$ cat config.mk
export PLATFORM = sky130hd
export DESIGN_NAME = adder_entry_sequencer
export DESIGN_NICKNAME = d
export VERILOG_FILES = /design/src/rtl/adder_ctrl_pkg.sv /design/src/rtl/adder_entry_sequencer_button_debouncer.sv /design/src/rtl/adder_entry_sequencer.sv
export SDC_FILE = /design/constraint.sdc
export NUM_CORES = 1
export LEC_CHECK = 0
export CAP_MARGIN = 10
export CORE_UTILIZATION = 30
export DETAILED_ROUTE_END_ITERATION = 8
export PLACE_DENSITY = 0.5
export SYNTH_ARGS = -nofsm -noshare
export SYNTH_HDL_FRONTEND = slang
export SYNTH_SLANG_ARGS = --single-unit
$ cat constraint.sdc
create_clock -name clk -period 6 [get_ports clk]
set_input_delay 1.5 -clock clk [delete_from_list [all_inputs] [get_ports clk]]
set_output_delay 1.5 -clock clk [all_outputs]
set_load 0.01 [all_outputs]
$ cat src/rtl/adder_ctrl_pkg.sv
// Shared types, widths and BCD helpers for the switch-adder entry sequencer.
package adder_ctrl_pkg;

    localparam int unsigned BCD_W      = 4;
    localparam int unsigned OPERAND_W  = 7;
    localparam int unsigned SUM_W      = 8;
    localparam int unsigned BCD_STEPS  = 8;
    localparam int unsigned STEP_W     = 4;
    localparam int unsigned BCD_DIGITS = 3;
    localparam int unsigned DABBLE_W   = BCD_DIGITS * BCD_W + SUM_W;

    typedef enum logic [1:0] {
        ENTER_A = 2'd0,
        ENTER_B = 2'd1,
        CONVERT = 2'd2,
        SHOW    = 2'd3
    } state_t;

    typedef struct packed {
        logic [BCD_W-1:0] tens;
        logic [BCD_W-1:0] unit;
    } operand_bcd_t;

    typedef struct packed {
        logic [BCD_W-1:0] hundred;
        logic [BCD_W-1:0] tens;
        logic [BCD_W-1:0] unit;
    } sum_bcd_t;

    // Operand is clamped to 99, so tens and units each fit one BCD digit.
    function automatic operand_bcd_t to_bcd(input logic [OPERAND_W-1:0] v);
        operand_bcd_t r;
        r.tens = BCD_W'(v / OPERAND_W'(10));
        r.unit = BCD_W'(v % OPERAND_W'(10));
        return r;
    endfunction

    // One double-dabble step: add 3 to every BCD digit >= 5, then shift left.
    function automatic logic [DABBLE_W-1:0] dabble_step(input logic [DABBLE_W-1:0] v);
        logic [DABBLE_W-1:0] t;
        t = v;
        for (int d = 0; d < int'(BCD_DIGITS); d++) begin
            if (t[SUM_W + d*BCD_W +: BCD_W] >= BCD_W'(5)) begin
                t[SUM_W + d*BCD_W +: BCD_W] = t[SUM_W + d*BCD_W +: BCD_W] + BCD_W'(3);
            end
        end
        return {t[DABBLE_W-2:0], 1'b0};
    endfunction

endpackage

$ cat src/rtl/adder_entry_sequencer_button_debouncer.sv
// Button conditioner: 2-FF synchroniser, stability counter and rising-edge press pulse.
module button_debouncer #(
    parameter int unsigned DEBOUNCE_CYCLES = 500000
) (
    input  logic clk,
    input  logic rst,
    input  logic btn_raw,
    output logic level,
    output logic press
);

    localparam int unsigned CNT_W = ($clog2(DEBOUNCE_CYCLES) > 0) ? $clog2(DEBOUNCE_CYCLES) : 1;
    localparam logic [CNT_W-1:0] CNT_LAST = CNT_W'(DEBOUNCE_CYCLES - 1);

    logic             sync_ff0;
    logic             sync_ff1;
    logic [CNT_W-1:0] cnt;

    // Counter runs only while the synced level disagrees with the accepted level,
    // so any bounce back to the accepted level restarts the stability window.
    always_ff @(posedge clk) begin
        if (rst) begin
            sync_ff0 <= 1'b0;
            sync_ff1 <= 1'b0;
            cnt      <= '0;
            level    <= 1'b0;
            press    <= 1'b0;
        end else begin
            sync_ff0 <= btn_raw;
            sync_ff1 <= sync_ff0;
            press    <= 1'b0;
            if (sync_ff1 == level) begin
                cnt <= '0;
            end else if (cnt == CNT_LAST) begin
                cnt   <= '0;
                level <= sync_ff1;
                press <= sync_ff1;
            end else begin
                cnt <= cnt + CNT_W'(1);
            end
        end
    end

endmodule

$ cat src/rtl/adder_entry_sequencer.sv
// Operand entry sequencer for the switch adder: debounced buttons, clamped operands,
// serial binary-to-BCD conversion of the sum and registered digits for the displays.
module adder_entry_sequencer
    import adder_ctrl_pkg::*;
#(
    parameter int unsigned DEBOUNCE_CYCLES = 500000,
    parameter int unsigned OPERAND_MAX     = 99
) (
    input  logic                 clk,
    input  logic                 rst,
    input  logic [OPERAND_W-1:0] switchs,
    input  logic                 btn_enter,
    input  logic                 btn_clear,
    output logic [BCD_W-1:0]     a_tens,
    output logic [BCD_W-1:0]     a_unit,
    output logic [BCD_W-1:0]     b_tens,
    output logic [BCD_W-1:0]     b_unit,
    output logic [BCD_W-1:0]     sum_hundred,
    output logic [BCD_W-1:0]     sum_tens,
    output logic [BCD_W-1:0]     sum_unit,
    output logic [1:0]           state_o,
    output logic                 sum_valid
);

    localparam logic [OPERAND_W-1:0] OP_MAX    = OPERAND_W'(OPERAND_MAX);
    localparam logic [STEP_W-1:0]    STEP_LAST = STEP_W'(BCD_STEPS - 1);

    state_t                state_q, state_d;
    logic [OPERAND_W-1:0]  sw_ff0, sw_ff1;
    logic [OPERAND_W-1:0]  clamp_c;
    logic [OPERAND_W-1:0]  a_q, b_q;
    operand_bcd_t          a_bcd_q, b_bcd_q;
    sum_bcd_t              sum_bcd_q;
    logic [DABBLE_W-1:0]   dabble_q, dabble_next_c;
    logic [STEP_W-1:0]     step_q;
    logic                  sum_valid_q;
    logic                  enter_press, clear_press;
    logic                  enter_level, clear_level;
    logic                  track_a_c, track_b_c, start_cvt_c, step_cvt_c, finish_cvt_c, leave_show_c;
    logic                  unused_levels;

    button_debouncer #(.DEBOUNCE_CYCLES(DEBOUNCE_CYCLES)) u_enter_db (
        .clk     (clk),
        .rst     (rst),
        .btn_raw (btn_enter),
        .level   (enter_level),
        .press   (enter_press)
    );

    button_debouncer #(.DEBOUNCE_CYCLES(DEBOUNCE_CYCLES)) u_clear_db (
        .clk     (clk),
        .rst     (rst),
        .btn_raw (btn_clear),
        .level   (clear_level),
        .press   (clear_press)
    );

    // Debounced levels are not needed here; only the press pulses drive the sequencer.
    assign unused_levels = enter_level ^ clear_level;

    // Switch synchroniser
    always_ff @(posedge clk) begin
        if (rst) begin
            sw_ff0 <= '0;
            sw_ff1 <= '0;
        end else begin
            sw_ff0 <= switchs;
            sw_ff1 <= sw_ff0;
        end
    end

    assign clamp_c       = (sw_ff1 > OP_MAX) ? OP_MAX : sw_ff1;
    assign dabble_next_c = dabble_step(dabble_q);

    always_ff @(posedge clk) begin
        if (rst) state_q <= ENTER_A;
        else     state_q <= state_d;
    end

    // Next state and datapath strobes; clear outranks enter in every state.
    always_comb begin
        state_d      = state_q;
        track_a_c    = 1'b0;
        track_b_c    = 1'b0;
        start_cvt_c  = 1'b0;
        step_cvt_c   = 1'b0;
        finish_cvt_c = 1'b0;
        leave_show_c = 1'b0;
        if (clear_press) begin
            state_d = ENTER_A;
        end else begin
            case (state_q)
                ENTER_A: begin
                    track_a_c = !enter_press;
                    if (enter_press) state_d = ENTER_B;
                end
                ENTER_B: begin
                    track_b_c = !enter_press;
                    if (enter_press) begin
                        start_cvt_c = 1'b1;
                        state_d     = CONVERT;
                    end
                end
                CONVERT: begin
                    step_cvt_c = 1'b1;
                    if (step_q == STEP_LAST) begin
                        finish_cvt_c = 1'b1;
                        state_d      = SHOW;
                    end
                end
                SHOW: begin
                    if (enter_press) begin
                        leave_show_c = 1'b1;
                        state_d      = ENTER_A;
                    end
                end
                default: state_d = ENTER_A;
            endcase
        end
    end

    // Operands, conversion shift register and registered display digits.
    always_ff @(posedge clk) begin
        if (rst || clear_press) begin
            a_q         <= '0;
            b_q         <= '0;
            a_bcd_q     <= '0;
            b_bcd_q     <= '0;
            sum_bcd_q   <= '0;
            dabble_q    <= '0;
            step_q      <= '0;
            sum_valid_q <= 1'b0;
        end else begin
            if (track_a_c) a_q <= clamp_c;
            if (track_b_c) b_q <= clamp_c;
            a_bcd_q <= to_bcd(a_q);
            b_bcd_q <= to_bcd(b_q);
            if (start_cvt_c) begin
                dabble_q    <= DABBLE_W'(SUM_W'(a_q) + SUM_W'(b_q));
                step_q      <= '0;
                sum_valid_q <= 1'b0;
            end
            if (step_cvt_c) begin
                dabble_q <= dabble_next_c;
                step_q   <= step_q + STEP_W'(1);
            end
            // Digits are only published once the final shift has completed.
            if (finish_cvt_c) begin
                sum_bcd_q.hundred <= dabble_next_c[SUM_W + 2*BCD_W +: BCD_W];
                sum_bcd_q.tens    <= dabble_next_c[SUM_W + BCD_W +: BCD_W];
                sum_bcd_q.unit    <= dabble_next_c[SUM_W +: BCD_W];
                sum_valid_q       <= 1'b1;
            end
            if (leave_show_c) sum_valid_q <= 1'b0;
        end
    end

    assign a_tens      = a_bcd_q.tens;
    assign a_unit      = a_bcd_q.unit;
    assign b_tens      = b_bcd_q.tens;
    assign b_unit      = b_bcd_q.unit;
    assign sum_hundred = sum_bcd_q.hundred;
    assign sum_tens    = sum_bcd_q.tens;
    assign sum_unit    = sum_bcd_q.unit;
    assign state_o     = state_q;
    assign sum_valid   = sum_valid_q;

endmodule
After elaboration in Yosys (flattened, before gate mapping)
Cells that the tools add are included.
{"block": "word_totals", "in_bits": 11, "output_inout_bits": 31, "elab_cells": 101, "register_bits": 129}
{"block": "classes", "div": 4, "addsub": 7, "n_lt_le_gt_ge": 4, "n_eq_ne": 12, "n_bitwise": 4, "n_mux": 29, "reduce_logical": 15}
{"cell": "20-bit 2-to-1 mux", "n": 2}
{"cell": "19-bit by 1-bit adder with 19-bit output (second input constant)", "n": 2}
{"cell": "19-bit == test (second input constant)", "n": 2}
{"cell": "1-bit 2-to-1 mux", "n": 16}
{"cell": "4-bit 2-to-1 mux", "n": 4}
{"cell": "7-bit by 4-bit divider with 7-bit output (second input constant)", "n": 2}
{"cell": "7-bit by 4-bit modulo with 7-bit output (second input constant)", "n": 2}
{"cell": "4-bit by 3-bit greater-or-equal comparator with 1-bit output (second input constant)", "n": 3}
{"cell": "3-bit OR reduction", "n": 4}
{"cell": "4-bit by 2-bit adder with 4-bit output (second input constant)", "n": 2}
{"cell": "7-bit by 7-bit adder with 8-bit output", "n": 1}
{"cell": "2-bit 2-to-1 mux", "n": 4}
{"cell": "2-bit case mux with 4 select lines", "n": 1}
{"cell": "7-bit greater-than comparator (second input constant)", "n": 1}
{"cell": "7-bit 2-to-1 mux", "n": 1}
{"cell": "2-bit by 1-bit != test with 1-bit output (second input constant)", "n": 3}
{"cell": "2-bit OR reduction", "n": 3}
{"cell": "4-bit by 1-bit adder with 4-bit output (second input constant)", "n": 1}
{"cell": "2-bit == test (second input constant)", "n": 2}
{"cell": "4-bit by 3-bit == test with 1-bit output (second input constant)", "n": 1}
{"cell": "1-bit inverter", "n": 4}
{"cell": "2-bit AND reduction", "n": 2}
{"cell": "4-bit AND reduction", "n": 1}
{"cell": "2-bit nonzero test", "n": 2}
{"cell": "8 further kinds", "n": 9}

Logic depth before layout (Yosys ltp)
{"block": "depth", "ltp_word": 5, "mapped_depth": 9, "ltp_nobuf": 8}

Hierarchy
Synthesis repeated with hierarchy kept, for this count alone.
{"block": "unflattened", "hier_cells": 729, "area_unflattened_um2": 6197.2}
{"mod": "adder_entry_sequencer", "area_per_inst_um2": 4137.7, "instances": 1, "cells_per_inst": 499, "seq_area_each_um2": 1661.6}
{"mod": "button_debouncer", "area_per_inst_um2": 1029.7, "instances": 2, "cells_per_inst": 115, "seq_area_each_um2": 460.4}

Worst setup path before layout
No wires, ideal clock.
{"block": "synth_path", "path_type": "input-to-reg", "start": "input port rst", "end": "register sum_valid_q, in the netlist sum_valid", "t_required_ps": 5905, "setup_ps": 95, "slack_ps": 3434, "stages": 5, "n_path_buf": 3, "t_arrival_ps": 2470, "cell_sequence": "clkbuf_8 > or2_2 > clkbuf_1 > clkbuf_1 > a221oi_1"}
{"block": "synth_via", "elab_chain_cells": 2}
{"element": "from (decl)", "line": "adder_entry_sequencer.sv:10", "text": "input logic rst,"}
{"element": "1-bit logical OR", "line": "adder_entry_sequencer.sv:124", "text": "if (rst || clear_press) begin"}
{"element": "2-bit OR reduction (no source line)"}
{"element": "to (signal assigned)", "line": "adder_entry_sequencer.sv:132", "text": "sum_valid_q <= 1'b0;"}
{"element": "to (signal assigned)", "line": "adder_entry_sequencer.sv:141", "text": "sum_valid_q <= 1'b0;"}
{"element": "to (signal assigned)", "line": "adder_entry_sequencer.sv:152", "text": "sum_valid_q <= 1'b1;"}
{"element": "to (decl)", "line": "adder_entry_sequencer.sv:36", "text": "logic sum_valid_q;"}
Every way passes these cells.
A chain may end at the register's enable or synchronous reset.

Worst setup path after layout
{"block": "layout_path", "start": "input port rst", "end": "register dabble_q[7]"}
{"block": "layout_via", "elab_chain_cells": 1}
{"element": "1-bit logical OR", "line": "adder_entry_sequencer.sv:124"}
{"element": "to (signal assigned)", "line": "adder_entry_sequencer.sv:139", "text": "dabble_q <= DABBLE_W'(SUM_W'(a_q) + SUM_W'(b_q));"}
{"element": "to (signal assigned)", "line": "adder_entry_sequencer.sv:144", "text": "dabble_q <= dabble_next_c;"}
{"element": "to (decl)", "line": "adder_entry_sequencer.sv:34", "text": "logic [DABBLE_W-1:0] dabble_q, dabble_next_c;"}
Every way passes these cells.

==> qor.csv <==
metric;value;unit
status;complete, no violations;
CP max FO;43;
dpl hpwl;8280;um
setup TNS;0;ns
Final Max Tran Viols;0;
Final #Nets;744;
post-route clock period utilization;0.536;
CTS tree;yes;
DR pass1 iterations;6;
Critical Path RT;6.29;ns
syn nets;717;
synth unique cells;55;
final setup vio count;0;
main combinational cell family by area after synthesis;simple AND/OR/NAND/NOR gates;
Max Clk Rate;311;MHz
GR peak layer;met2;
first-pass GRT wire length;20800;um
Synth Area in Compound Gates;0.120;
worst vdd ir;0.194;mV
DR vias;4662;
H-tree Lvls;4;
Worst path depth;5;
antenna violations before repair;0;
PortBufs;41;
Worst-path clk slew;0.05;ns
Clock Latency Late Sink;0.42;ns
Finished Layout Cells;982;
vias in the first global route;4476;
async set-reset flop share out of synthesis;0;
Critical Path Source;rst;
IO Pins;42;
Min-Delay Path Class;flip-flop to flip-flop;
syn avg cell area;8.62;um^2
CTS sink count;129;
RSZ-0062 raised after global routing;false;
Final Hold Viols;0;
final core utilization;0.373;
Root Buffer;clkbuf_16;
CTS Buffer Depth;2;
Die W;142;um
overall routing resource usage;0.130;
slowest cell on the critical path;or2_2;
CP bufs+invs;3;
mux share of post-synthesis cell area;0.0243;
Worst EP arrival;3.50;ns
most used cell, CP;buf_4;
Post-Synth Adder-Cell Area;0.0523;
Synth Register Bits;129;
Max Cap Viol;0;
simple-gate portion of the synthesized area;0.253;
r2r startpoint;state_o[0];
largest net degree at the start of global routing;44;
dpl cells;950;
total gr overflow;0;
dpl cell area;6450;um^2
Placer Congestion;0.777;
grt met3 use;0.0333;
sequential share of the synthesized area;0.439;
Die Y;142;um
post-route clock skew;0.0149;ns
post-route cell area;7070;um^2
Reg2Reg Depth;6;
cell family with most CP delay;buffers and inverters;
Worst Setup Start Kind;primary input;
drt wl/cell;12.4;um
crit path kind;primary input to flip-flop;
Worst Min Path Start;u_enter_db.sync_ff0;
max_slew headroom;0.351;
Worst Max-Slew Pin Slew;0.972;ns
Mapped Cells;682;
CTS buffer count;17;
final wirelength;12100;um
Starting Density;0.310;
critical path endpoint category;flip-flop;
flop2flop setup slack;3.61;ns
CTS Hold Buffers Added;0;
Area growth syn-to-layout;20.1;%
most frequently used flop master after synthesis;dfxtp_1;
# Post-CTS Setup Buffers;0;
Fill cells;1932;
Synth Area in XOR/XNOR;0.0700;
DRC Markers;0;
CP max stage delay;0.73;ns
number of synthesized flops with an enable pin;0;
Antenna diodes;0;
Ys Warns;0;
row cnt;50;
met1 usage in global routing;0.157;
met2 Track Usage GR;0.215;
CTS resizes;0;
CP Cell Sequence;clkdlybuf4s50_1, buf_4, or2_2, buf_4, o22ai_1;
PwrDens;298;nW/um^2
DR vias/cell;4.75;
Post-Syn Area;5880;um^2
die area;20200;um^2
antenna-violating nets left;0;
Final min period;3.22;ns
layout cells sized above 1;0.0651;
core area;19000;um^2
Cells on Worst Hold Path;1;
P_leak;0.00257;uW
DRT iter0 DRCs;294;
report_power, final:
group / internal (uW) / leakage [uW] / switching (uW) / total, uW
clock network: 675 / 0.000303 / 389 / 1060
registers: 879 / 0.00104 / 20.7 / 899
logic: 64.9 / 0.00122 / 79.3 / 144
total: 1620 / 0.00257 / 489 / 2110
cell usage after synthesis (6+ instances only):
| master | n | area (um^2) |
|---|---|---|
| a211oi_1 | 9 | 67.6 |
| a21oi_1 | 42 | 210 |
| a22oi_1 | 11 | 82.6 |
| and3_1 | 11 | 68.8 |
| buf_2 | 9 | 45.0 |
| clkbuf_1 | 21 | 78.8 |
| dfxtp_1 | 129 | 2580 |
| ha_1 | 23 | 288 |
| inv_1 | 17 | 63.8 |
| mux2i_1 | 12 | 120 |
| nand2_1 | 70 | 263 |
| nand2b_1 | 12 | 75.1 |
| nand3_1 | 29 | 145 |
| nand4_1 | 8 | 50.1 |
| nor2_1 | 91 | 342 |
| nor2b_1 | 25 | 156 |
| nor3_1 | 22 | 110 |
| nor3b_1 | 6 | 45.0 |
| o21ai_0 | 18 | 90.1 |
| xnor2_1 | 17 | 149 |
| xor2_1 | 30 | 263 |
layer usage:
metal	share of wire	routed length (um)
met4	0.018	221
met3	0.034	418
met1	0.48	5780
met2	0.47	5720
met5	0	0
kinds of logic after synthesis:
kind of cell | Yosys count
buf+inv | 52
xor+xnor | 47
simple gates | 305
compound gates | 111
flops | 129
fa+ha+maj | 24
mux | 14
path summary, 6_finish.rpt:
check,endpoint
hold reg to reg,u_enter_db.sync_ff1
setup reg to reg,step_q[3]
setup / recovery,dabble_q[7]
hold / removal,u_enter_db.sync_ff1
registers in the layout, indices dropped and copies added (netlist names), 2 cells and up:
| signal | count |
|---|---|
| sum_tens | 4 |
| dabble_q | 20 |
| sum_unit | 4 |
| b_unit | 4 |
| step_q | 4 |
| sw_ff0 | 7 |
| a_tens | 4 |
| a_unit | 4 |
| u_enter_db.cnt | 19 |
| state_o | 2 |
| b_tens | 4 |
| sum_hundred | 4 |
| sw_ff1 | 7 |
| u_clear_db.cnt | 19 |
| a_q | 7 |
| b_q | 7 |
through the flow:
stage,total power [uW],setup WS [ns],hold WS (ns)
6_report,2110,2.78,0.434
2_1_floorplan,1020,3.43,0.414
3_5_place_dp,1060,2.34,0.425
3_3_place_gp,1060,2.36,0.419
5_1_grt,2200,2.63,0.451
4_1_cts,2140,2.77,0.438
worst reg2reg max path: stages (launching register included):
cell     delay, ns
dfxtp_1       0.35
inv_1         0.12
ha_1          0.36
nor2b_2       0.80
nand4_1       0.22
or2_2         0.31
a21oi_1       0.15
final cells by class:
class / instances / area (um^2) / share of cell area
inverters: 17 / 63.8 / 0.00903
flip-flops and latches: 129 / 2580 / 0.366
multi-input cells: 501 / 3060 / 0.433
well taps: 260 / 325 / 0.0460
clock buffers: 19 / 453 / 0.0641
clock inverters: 13 / 158 / 0.0223
repair buffers: 43 / 425 / 0.0602
layout by cell type (no fill, tap or decap), drive strengths merged, types with 4 or more instances in the layout:
| cell type | Yosys | routed |
|---|---|---|
| dfxtp | 129 | 129 |
| nor3b | 6 | 6 |
| a21oi | 42 | 42 |
| nor3 | 22 | 22 |
| mux2i | 12 | 12 |
| nor2 | 91 | 91 |
| a21o | 5 | 5 |
| a22oi | 11 | 11 |
| nand2b | 12 | 12 |
| nand3 | 29 | 29 |
| a211oi | 9 | 9 |
| o211ai | 4 | 4 |
| and3 | 13 | 13 |
| and4 | 5 | 5 |
| nand2 | 71 | 71 |
| nand3b | 5 | 5 |
| ha | 23 | 23 |
| inv | 17 | 19 |
| clkdlybuf4s50 | 0 | 41 |
| nor2b | 25 | 25 |
| clkbuf | 22 | 19 |
| or2 | 5 | 5 |
| clkinv | 0 | 7 |
| xor2 | 30 | 30 |
| nand4 | 8 | 8 |
| o21ai | 18 | 18 |
| xnor2 | 17 | 17 |
(Power assumes the default switching activity.)
